**config.mk**
```make
export PLATFORM = sky130hd
export DESIGN_NAME = flag_d0_flat
export DESIGN_NICKNAME = d
export VERILOG_FILES = /design/src/rtl/flag_d0_if.sv /design/src/rtl/flag_d0.sv /design/src/flat_wrapper.sv
export SDC_FILE = /design/constraint.sdc
export NUM_CORES = 1
export LEC_CHECK = 0
export CORE_ASPECT_RATIO = 1.25
export CORE_MARGIN = 3
export CORE_UTILIZATION = 56
export CTS_CLUSTER_DIAMETER = 30
export CTS_CLUSTER_SIZE = 25
export DETAILED_ROUTE_END_ITERATION = 8
export PLACE_DENSITY = 0.87
export SKIP_CTS_REPAIR_TIMING = 1
export SYNTH_ARGS = -nofsm -noshare
export SYNTH_HDL_FRONTEND = slang
export SYNTH_SLANG_ARGS = --single-unit
```
**constraint.sdc**
```tcl
create_clock -name clk -period 2 [get_ports clk]
set_input_delay 0.4 -clock clk [delete_from_list [all_inputs] [get_ports clk]]
set_output_delay 0.4 -clock clk [all_outputs]
set_load 0.01 [all_outputs]
```
**src/rtl/flag_d0_if.sv**
```systemverilog
// Bit-stream bus for the receive-side de-stuffer / flag framer.
//   master: drives din, din_valid, inr; observes decoded outputs
//   slave : consumes line bits, produces payload bits and frame events
interface flag_d0_if;
   localparam int unsigned LEN_W = 13;

   logic             din;
   logic             din_valid;
   logic             inr;
   logic             dout;
   logic             dout_valid;
   logic             flag_det;
   logic             abort_det;
   logic             frame_end;
   logic [LEN_W-1:0] frame_len;
   logic             align_err;

   modport master (
      output din, din_valid, inr,
      input  dout, dout_valid, flag_det, abort_det, frame_end, frame_len, align_err
   );

   modport slave (
      input  din, din_valid, inr,
      output dout, dout_valid, flag_det, abort_det, frame_end, frame_len, align_err
   );
endinterface

```
**src/rtl/flag_d0.sv**
```systemverilog
// Receive-side zero deletion and flag/abort framing.
// Ports:
//   clk   - system clock, rising edge
//   rst_n - asynchronous active-low reset
//   bus   - flag_d0_if.slave: din/din_valid/inr in; dout/dout_valid,
//           flag_det, abort_det, frame_end, frame_len, align_err out
module flag_d0 (
   input logic       clk,
   input logic       rst_n,
   flag_d0_if.slave  bus
);
   localparam int unsigned ONES_W = 3;
   localparam int unsigned HOLD_W = 7;
   localparam int unsigned CNT_W  = 13;

   localparam logic [ONES_W-1:0] ONES_STUFF = ONES_W'(5);
   localparam logic [ONES_W-1:0] ONES_SIX   = ONES_W'(6);
   localparam logic [ONES_W-1:0] ONES_MAX   = ONES_W'(7);
   localparam logic [ONES_W-1:0] OCC_FULL   = ONES_W'(7);
   localparam logic [CNT_W-1:0]  CNT_MAX    = {CNT_W{1'b1}};

   typedef enum logic {HUNT = 1'b0, DATA = 1'b1} state_t;

   state_t              state_q, state_d;
   logic [ONES_W-1:0]   ones_q, ones_d;
   logic [HOLD_W-1:0]   hold_q, hold_d;
   logic [ONES_W-1:0]   occ_q, occ_d;
   logic [CNT_W-1:0]    cnt_q, cnt_d;
   logic                dout_q, dout_d;
   logic                dv_q, dv_d;
   logic                flag_q, flag_d;
   logic                abort_q, abort_d;
   logic                fe_q, fe_d;
   logic [CNT_W-1:0]    len_q, len_d;
   logic                align_q, align_d;

   // State and output registers
   always_ff @(posedge clk or negedge rst_n) begin
      if (!rst_n) begin
         state_q <= HUNT;
         ones_q  <= '0;
         hold_q  <= '0;
         occ_q   <= '0;
         cnt_q   <= '0;
         dout_q  <= 1'b0;
         dv_q    <= 1'b0;
         flag_q  <= 1'b0;
         abort_q <= 1'b0;
         fe_q    <= 1'b0;
         len_q   <= '0;
         align_q <= 1'b0;
      end else begin
         state_q <= state_d;
         ones_q  <= ones_d;
         hold_q  <= hold_d;
         occ_q   <= occ_d;
         cnt_q   <= cnt_d;
         dout_q  <= dout_d;
         dv_q    <= dv_d;
         flag_q  <= flag_d;
         abort_q <= abort_d;
         fe_q    <= fe_d;
         len_q   <= len_d;
         align_q <= align_d;
      end
   end

   // Bit classification, hold-register shifting and framing decisions
   always_comb begin
      state_d = state_q;
      ones_d  = ones_q;
      hold_d  = hold_q;
      occ_d   = occ_q;
      cnt_d   = cnt_q;
      dout_d  = dout_q;
      dv_d    = 1'b0;
      flag_d  = 1'b0;
      abort_d = 1'b0;
      fe_d    = 1'b0;
      len_d   = len_q;
      align_d = align_q;

      if (bus.inr) begin
         state_d = HUNT;
         ones_d  = '0;
         hold_d  = '0;
         occ_d   = '0;
         cnt_d   = '0;
         dout_d  = 1'b0;
         len_d   = '0;
         align_d = 1'b0;
      end else if (bus.din_valid) begin
         if (bus.din)
            ones_d = (ones_q == ONES_MAX) ? ONES_MAX : ones_q + ONES_W'(1);
         else
            ones_d = '0;

         if (!bus.din && ones_q == ONES_STUFF) begin
            // stuffed zero: dropped
         end else if (!bus.din && ones_q == ONES_SIX) begin
            // closing 0 of a flag; flag body bits in hold are discarded
            occ_d  = '0;
            flag_d = 1'b1;
            if (state_q == DATA && cnt_q != '0) begin
               fe_d    = 1'b1;
               len_d   = cnt_q;
               align_d = |cnt_q[2:0];
            end
            cnt_d   = '0;
            state_d = DATA;
         end else if (!bus.din && ones_q == ONES_MAX) begin
            // zero terminating an abort run: dropped
         end else if (bus.din && ones_q == ONES_SIX) begin
            occ_d   = '0;
            cnt_d   = '0;
            abort_d = 1'b1;
            state_d = HUNT;
         end else if (bus.din && ones_q == ONES_MAX) begin
            // ones beyond the abort: dropped
         end else begin
            // Newest bit enters at bit 0; once full, bit 6 is the oldest
            hold_d = {hold_q[HOLD_W-2:0], bus.din};
            if (occ_q == OCC_FULL) begin
               if (state_q == DATA) begin
                  dout_d = hold_q[HOLD_W-1];
                  dv_d   = 1'b1;
                  if (cnt_q != CNT_MAX)
                     cnt_d = cnt_q + CNT_W'(1);
               end
            end else begin
               occ_d = occ_q + ONES_W'(1);
            end
         end
      end
   end

   assign bus.dout       = dout_q;
   assign bus.dout_valid = dv_q;
   assign bus.flag_det   = flag_q;
   assign bus.abort_det  = abort_q;
   assign bus.frame_end  = fe_q;
   assign bus.frame_len  = len_q;
   assign bus.align_err  = align_q;
endmodule

```
**src/flat_wrapper.sv**
```systemverilog
// flat-port wrapper written by rule: the top's interface ports become plain ports
module flag_d0_flat 
  (clk, rst_n, bus_din, bus_din_valid, bus_inr, bus_dout, bus_dout_valid, bus_flag_det, bus_abort_det, bus_frame_end, bus_frame_len, bus_align_err);
  flag_d0_if bus_i ();
  input logic clk;
  input logic rst_n;
  input wire logic [$bits(bus_i.din)-1:0] bus_din;
  input wire logic [$bits(bus_i.din_valid)-1:0] bus_din_valid;
  input wire logic [$bits(bus_i.inr)-1:0] bus_inr;
  output wire logic [$bits(bus_i.dout)-1:0] bus_dout;
  output wire logic [$bits(bus_i.dout_valid)-1:0] bus_dout_valid;
  output wire logic [$bits(bus_i.flag_det)-1:0] bus_flag_det;
  output wire logic [$bits(bus_i.abort_det)-1:0] bus_abort_det;
  output wire logic [$bits(bus_i.frame_end)-1:0] bus_frame_end;
  output wire logic [$bits(bus_i.frame_len)-1:0] bus_frame_len;
  output wire logic [$bits(bus_i.align_err)-1:0] bus_align_err;
  assign bus_i.din = bus_din;
  assign bus_i.din_valid = bus_din_valid;
  assign bus_i.inr = bus_inr;
  assign bus_dout = bus_i.dout;
  assign bus_dout_valid = bus_i.dout_valid;
  assign bus_flag_det = bus_i.flag_det;
  assign bus_abort_det = bus_i.abort_det;
  assign bus_frame_end = bus_i.frame_end;
  assign bus_frame_len = bus_i.frame_len;
  assign bus_align_err = bus_i.align_err;
  flag_d0 u_core (.clk(clk), .rst_n(rst_n), .bus(bus_i));
endmodule
```
==> impl_metrics.toml, run 1 <==
[status]
status = "finished with violations"
violations = "negative hold slack"

[logic_synthesis]
syn_area_mm2 = 0.00237
avgSynthCellArea_um2 = 10.6
synth_cell_types = 50
yosysMostFrequentCell = "dfrtp_1"
synth-warning-count = 0
synth.ff_latch_count = 46
ys_dominant_reg_cell = "dfrtp_1"
synth_commonest_cells = "46 x dfrtp_1, 28 x nor2_1, 20 x mux2i_1, 14 x nand2_1, 13 x o21ai_0"
synth_nets = 236
ys_seq_area_share_pct = 48.6
async_flop_share_pct = 100
synth_top_area_cell = "dfrtp_1"
synth_top_cells_by_area = "dfrtp_1 49%, mux2i_1 8.5%, nor2_1 4.4%, ha_1 3.7%, o21ai_0 2.7%"
syn_inst = 224
synth_edf_count = 0
netlist.area_leader.share_pct = 48.6

[sta]
slew_headroom_pct = 74.4
finalCritPeriodShare_pct = 92.4
fin_crit_ps = 1850
fin_skew_ps = 4.93
report.final.hold_viol_count = 14
fmax_mhz = 541
rsz0062_at_grt = "false"
tightest_slew_ps = 381
tns_ps = 0
drv_slew = 0
timing.hold.ws_ps = -8.61
finalSetupViolCount = 0

[cells_and_area]
fillerInstances = 253
drive_above_1_share_pct = 18.1
stdcell_area_mm2 = 0.00288
finalNetCount = 276
final_cell_count_no_fill = 319
multiInputGateArea_mm2 = 0.00113
regArea_mm2 = 0.00115
syn_to_final_growth_pct = 21.5
n_antenna_cell = 0

[placed_design]
portBuffers = 23
gp_congestion = 0.863
hpwlAfterDp_um = 3770
dpl-instance-area_mm2 = 0.00275
place_inst = 311

[grt]
grt_pass1_vias = 1914
busiest_layer = "met2"
use_met1_pct = 26.5
grt_usage_pct = 22.2
use_met2_pct = 38.1
grt_max_degree = 26
met3_usage_pct = 4.38
grt_antenna_before_repair = 0
grt.overflow.total = 0
grt_pass1_wl_um = 8900

[die]
fp.dieH_um = 78.7
die_area_mm2 = 0.00505
num_rows = 25
pin_count = 24
initial_utilization_pct = 60.5
chipWidth_um = 64.2
core_mm2 = 0.00391

[clock_network]
clk_pin_slew_ps = 80
cts_buffer_depth = 2
cts_max_level = 2
cts_tree = "yes"
clock-sinks = 46
cts_made_buffers = 5
insertion_delay_ps = 290
clock_tree.root_cell = "clkbuf_8"

[power]
clockPowerShare_pct = 38.6
intPower_uw = 1360
power_switching_uw = 384
pwr-share-seq_pct = 54.3
p_comb_share_pct = 7.1
power_density_mw_per_mm2 = 607
total_leakage_power_uw = 0.00138
swShare_pct = 22.0
irDropWorstVdd_mv = 0.417

[detailed_routing]
post-route-drc-count = 0
vias_per_cell = 5.98
avgRoutedWirePerCell_um = 15.7
vias = 1907
dr.pass1.iters = 4
antenna_left = 0
finalWirelength_um = 5010
drt_iter0_markers = 94

[setup_path]
end_kind = "flop"
cp_data_required_time_ps = 2180
cpLargestDelayFamily = "simple AND/OR/NAND/NOR gates"
crit_slowest_cell = "dfrtp_1"
crit_buf_inv = 2
cp_max_fo = 13
cp.arrival_ps = 2030
critical_path_class = "reg -> reg"
path_cells = "inv_1 -> ha_1 -> nand2_1 -> nor3_4 -> nand3_2 -> buf_12 -> mux2i_1 -> nor2_1"
cp-start-kind = "flop"
cp_slowest_stage_delay_ps = 440

[min_path]
min_path_type = "in -> async"

[job]
maxCapViolations = 0
## final cells by class
cell class,count,share of cell area [%]
clock buffers,6,2.52
clock inverters,2,1.30
inverters,6,0.783
multi-input cells,161,39.3
flip-flops and latches,46,40.0
well taps,54,2.35
repair buffers,44,13.7
## power by group through the flow
stage,clock network [µW],registers [µW],logic [µW]
3_5_place_dp,0,967,123
5_1_grt,722,950,139
4_1_cts,687,948,123
6_report,674,948,124
2_1_floorplan,0,965,69.0
3_3_place_gp,0,966,118
## kinds of logic (layout without fill, tap and decap cells)
group | after synthesis | count (layout) | share of synthesized area, %
compound gates | 45 | 45 | 13.3
fa+ha+maj | 7 | 7 | 3.70
buf+inv | 17 | 58 | 4.28
flops | 46 | 46 | 48.6
mux | 21 | 21 | 8.93
simple gates | 88 | 88 | 21.2
## registers in the layout, indices dropped and copies added, names as in the netlist
register,cells
u_core.hold_q,7
u_core.bus.flag_det,1
u_core.state_q,1
u_core.cnt_q,13
u_core.ones_q,3
u_core.bus.frame_len,13
u_core.occ_q,3
u_core.bus.dout,1
u_core.bus.frame_end,1
u_core.bus.dout_valid,1
u_core.bus.align_err,1
u_core.bus.abort_det,1
## per-layer routing
| metal | wire, µm | vias to the layer above | share of wire (%) |
|---|---|---|---|
| met1 | 2030 | 944 | 40 |
| met4 | 125 | 0 | 2.5 |
| met5 | 0 | - | 0 |
| met2 | 2640 | 58 | 53 |
| li1 | - | 888 | - |
| met3 | 216 | 17 | 4.3 |
## worst paths after layout
kind	startpoint	endpoint	slack, ps	depth (start not counted)
max	u_core.ones_q[0]$_DFFE_PN0N_	u_core.bus.frame_len[2]$_DFFE_PN0P_	150	8
min	rst_n	u_core.bus.frame_len[7]$_DFFE_PN0P_	-9	1
max reg2reg	u_core.ones_q[0]$_DFFE_PN0N_	u_core.bus.frame_len[2]$_DFFE_PN0P_	150	8
min reg2reg	u_core.occ_q[2]$_DFFE_PN0P_	u_core.occ_q[2]$_DFFE_PN0P_	520	1
max in group asynchronous	rst_n	u_core.bus.dout$_DFFE_PN0P_	1460	2
min in group clk	u_core.occ_q[2]$_DFFE_PN0P_	u_core.occ_q[2]$_DFFE_PN0P_	520	1
## stage by stage
step	utilization, %	total power [µW]	setup WS, ps
after global routing	73.6	1810	1.47
after CTS	73.2	1760	32.7
after global placement	70.4	1080	-92.8
after floorplan	-	1030	251
final	73.6	1750	151
after detailed placement	70.4	1090	-128
## layout by cell type (no fill, tap or decap), types with 2 or more instances in the layout
| master | count |
|---|---|
| dfrtp_1 | 46 |
| nor2_1 | 28 |
| clkdlybuf4s50_1 | 22 |
| mux2i_1 | 20 |
| buf_4 | 20 |
| nand2_1 | 14 |
| o21ai_0 | 12 |
| a21oi_1 | 8 |
| nand4_1 | 7 |
| ha_1 | 7 |
| inv_1 | 6 |
| o31ai_1 | 6 |
| nand3_1 | 5 |
| clkbuf_8 | 5 |
| nand2b_1 | 4 |
| nor4_1 | 3 |
| nor3_1 | 3 |
| and3_1 | 3 |
| nor3b_1 | 3 |
| a41oi_1 | 3 |
| a31oi_1 | 3 |
| nand3_2 | 2 |
| nor2b_1 | 2 |
| and3_4 | 2 |
| o2bb2ai_1 | 2 |
| a22o_1 | 2 |
Power figures use the tool's default switching activity.
==> run 2: changes to the inputs <==
--- a/config.mk
+++ b/config.mk
@@ -11,6 +11,7 @@
 export CTS_CLUSTER_DIAMETER = 30
 export CTS_CLUSTER_SIZE = 25
 export DETAILED_ROUTE_END_ITERATION = 8
+export GPL_TIMING_DRIVEN = 0
 export PLACE_DENSITY = 0.87
 export SKIP_CTS_REPAIR_TIMING = 1
 export SYNTH_ARGS = -nofsm -noshare
==> run 2 against run 1 <==
Against the previous run:
- the run now ends clean
- critical path depth down 2
- non-clock buffer count is 3 lower
- critical endpoint is now u_core.bus.dout$_DFFE_PN0P_
- total power increased by 1.1%
- sequential power barely moved
- cell count down 1.3%
- critical path type unchanged
- wire length down 3.6%
==> impl_metrics.toml, run 2 (same netlist as run 1, synthesis figures left out) <==
[status]
status = "finished, final reports clean"

[grt]
grt_antenna_before_repair = 0
grt_max_degree = 27
grt_pass1_vias = 1785
grt_usage_pct = 20.3
grt_pass1_wl_um = 8060
grt.overflow.total = 0

[power]
power.total_uw = 1770
irDropWorstVdd_mv = 0.462
total_leakage_power_uw = 0.00137
power_density_mw_per_mm2 = 615

[die]
fp.dieH_um = 78.7
chipWidth_um = 64.2
pin_count = 24
core_mm2 = 0.00391
num_rows = 25
initial_utilization_pct = 60.5
die_area_mm2 = 0.00505

[setup_path]
rrSetupSlack_ps = 70
cp_data_required_time_ps = 2230
crit_slowest_cell = "dfrtp_1"
startpoint = "u_core.ones_q[0]$_DFFE_PN0N_"
cp.arrival_ps = 2160
timing.rr.start = "u_core.ones_q[0]$_DFFE_PN0N_"
cp-start-kind = "flop"
end_kind = "flop"
path_cells = "ha_1 -> nor2b_1 -> o31ai_2 -> nand2_2 -> or3_1 -> a21oi_1"
critical_path_class = "reg -> reg"
rr_endpoint = "u_core.bus.dout$_DFFE_PN0P_"
rr_worst_depth = 6
cp_slowest_stage_delay_ps = 430
cp_max_fo = 8

[sta]
slew_headroom_pct = 68.5
drv_slew = 0
finalSetupViolCount = 0
setup_slack_ps = 65.2
tightest_slew_ps = 472
finalCritPeriodShare_pct = 96.7
fin_crit_ps = 1930
report.final.hold_viol_count = 0
fin_skew_ps = 6.18
fmax_mhz = 517

[clock_network]
clock-sinks = 46
clock_tree.root_cell = "clkbuf_8"
clk_pin_slew_ps = 80
insertion_delay_ps = 300
cts_max_level = 2
cts_tree = "yes"
cts_made_buffers = 5
cts_buffer_depth = 2

[detailed_routing]
post-route-drc-count = 0
avgRoutedWirePerCell_um = 15.3
vias = 1847
vias_per_cell = 5.86
antenna_left = 0
drt_iter0_markers = 67
dr.pass1.iters = 4
finalWirelength_um = 4830

[cells_and_area]
mostFrequentLayoutCells = "46 x dfrtp_1, 28 x nor2_1, 20 x mux2i_1, 20 x clkdlybuf4s50_1"
syn_to_final_growth_pct = 21.3
finalNetCount = 273
n_antenna_cell = 0
stdcell_area_mm2 = 0.00287
drive_above_1_share_pct = 16.9
layout_commonest_cell = "dfrtp_1"
postLayoutCoreUtil_pct = 73.4

[job]
maxCapViolations = 0

[placed_design]
pre_cts_ws_ps = -294
gp_congestion = 0.854
hpwlAfterDp_um = 3540
portBuffers = 22
dpl-instance-area_mm2 = 0.00267

[min_path]
min_path_type = "in -> async"
-- run 2: cell types whose count changed in the layout (fill, tap and decap cells not counted), moves of 2 or more --
cell	delta
buf_2	+3
buf_4	-13
buf_6	+2
clkbuf_8	+2
clkdlybuf4s50_1	-2
-- run 2: worst max-delay path, delay by kind of cell, from the launching register on --
| family | cells | cell delay [ps] |
|---|---|---|
| simple gates | 3 | 730 |
| flops | 1 | 430 |
| fa+ha+maj | 1 | 310 |
| compound gates | 2 | 390 |
-- run 2: per-stage QoR --
stage | std cells | hold slack [ps] | setup TNS [ps]
6_report | 315 | 50.2 | 0
5_1_grt | 315 | 73.9 | -42.7
4_1_cts | 308 | 66.7 | 0
3_5_place_dp | 301 | 382 | -5220
3_3_place_gp | 300 | 490 | -34360
2_1_floorplan | 224 | 104 | 0
-- run 2: where the power goes --
part / internal [µW] / switching [µW] / leakage [µW] / total (µW)
logic: 48.3 / 74.6 / 0.000670 / 123
registers: 940 / 7.75 / 0.000639 / 948
clock network: 400 / 295 / 0.0000573 / 694
total: 1390 / 377 / 0.00137 / 1770
-- run 2: metal layers --
metal	share of wire [%]	global-route usage, %	vias to the layer above	wire, µm
met5	0	0	-	0
li1	-	-	882	-
met1	42	23.8	903	2010
met2	53	35.2	52	2540
met4	2.2	9.73	0	104
met3	3.7	4.10	10	179
-- run 2: area by class of cell --
type / instances / area, µm²
inverters: 6 / 22.5
flip-flops and latches: 46 / 1150
repair buffers: 30 / 290
plain buffers: 11 / 82.6
multi-input cells: 161 / 1140
fillers: 264 / 1040
well taps: 54 / 67.6
clock inverters: 1 / 30.0
clock buffers: 6 / 82.6
-- run 2: worst max path at each step --
stage,to
floorplan,u_core.cnt_q[7]$_DFFE_PN0P_
global placement,u_core.hold_q[3]$_DFFE_PN0P_
detailed placement,u_core.bus.frame_len[7]$_DFFE_PN0P_
CTS,u_core.bus.frame_len[7]$_DFFE_PN0P_
global route,u_core.bus.dout$_DFFE_PN0P_
finish,u_core.bus.dout$_DFFE_PN0P_
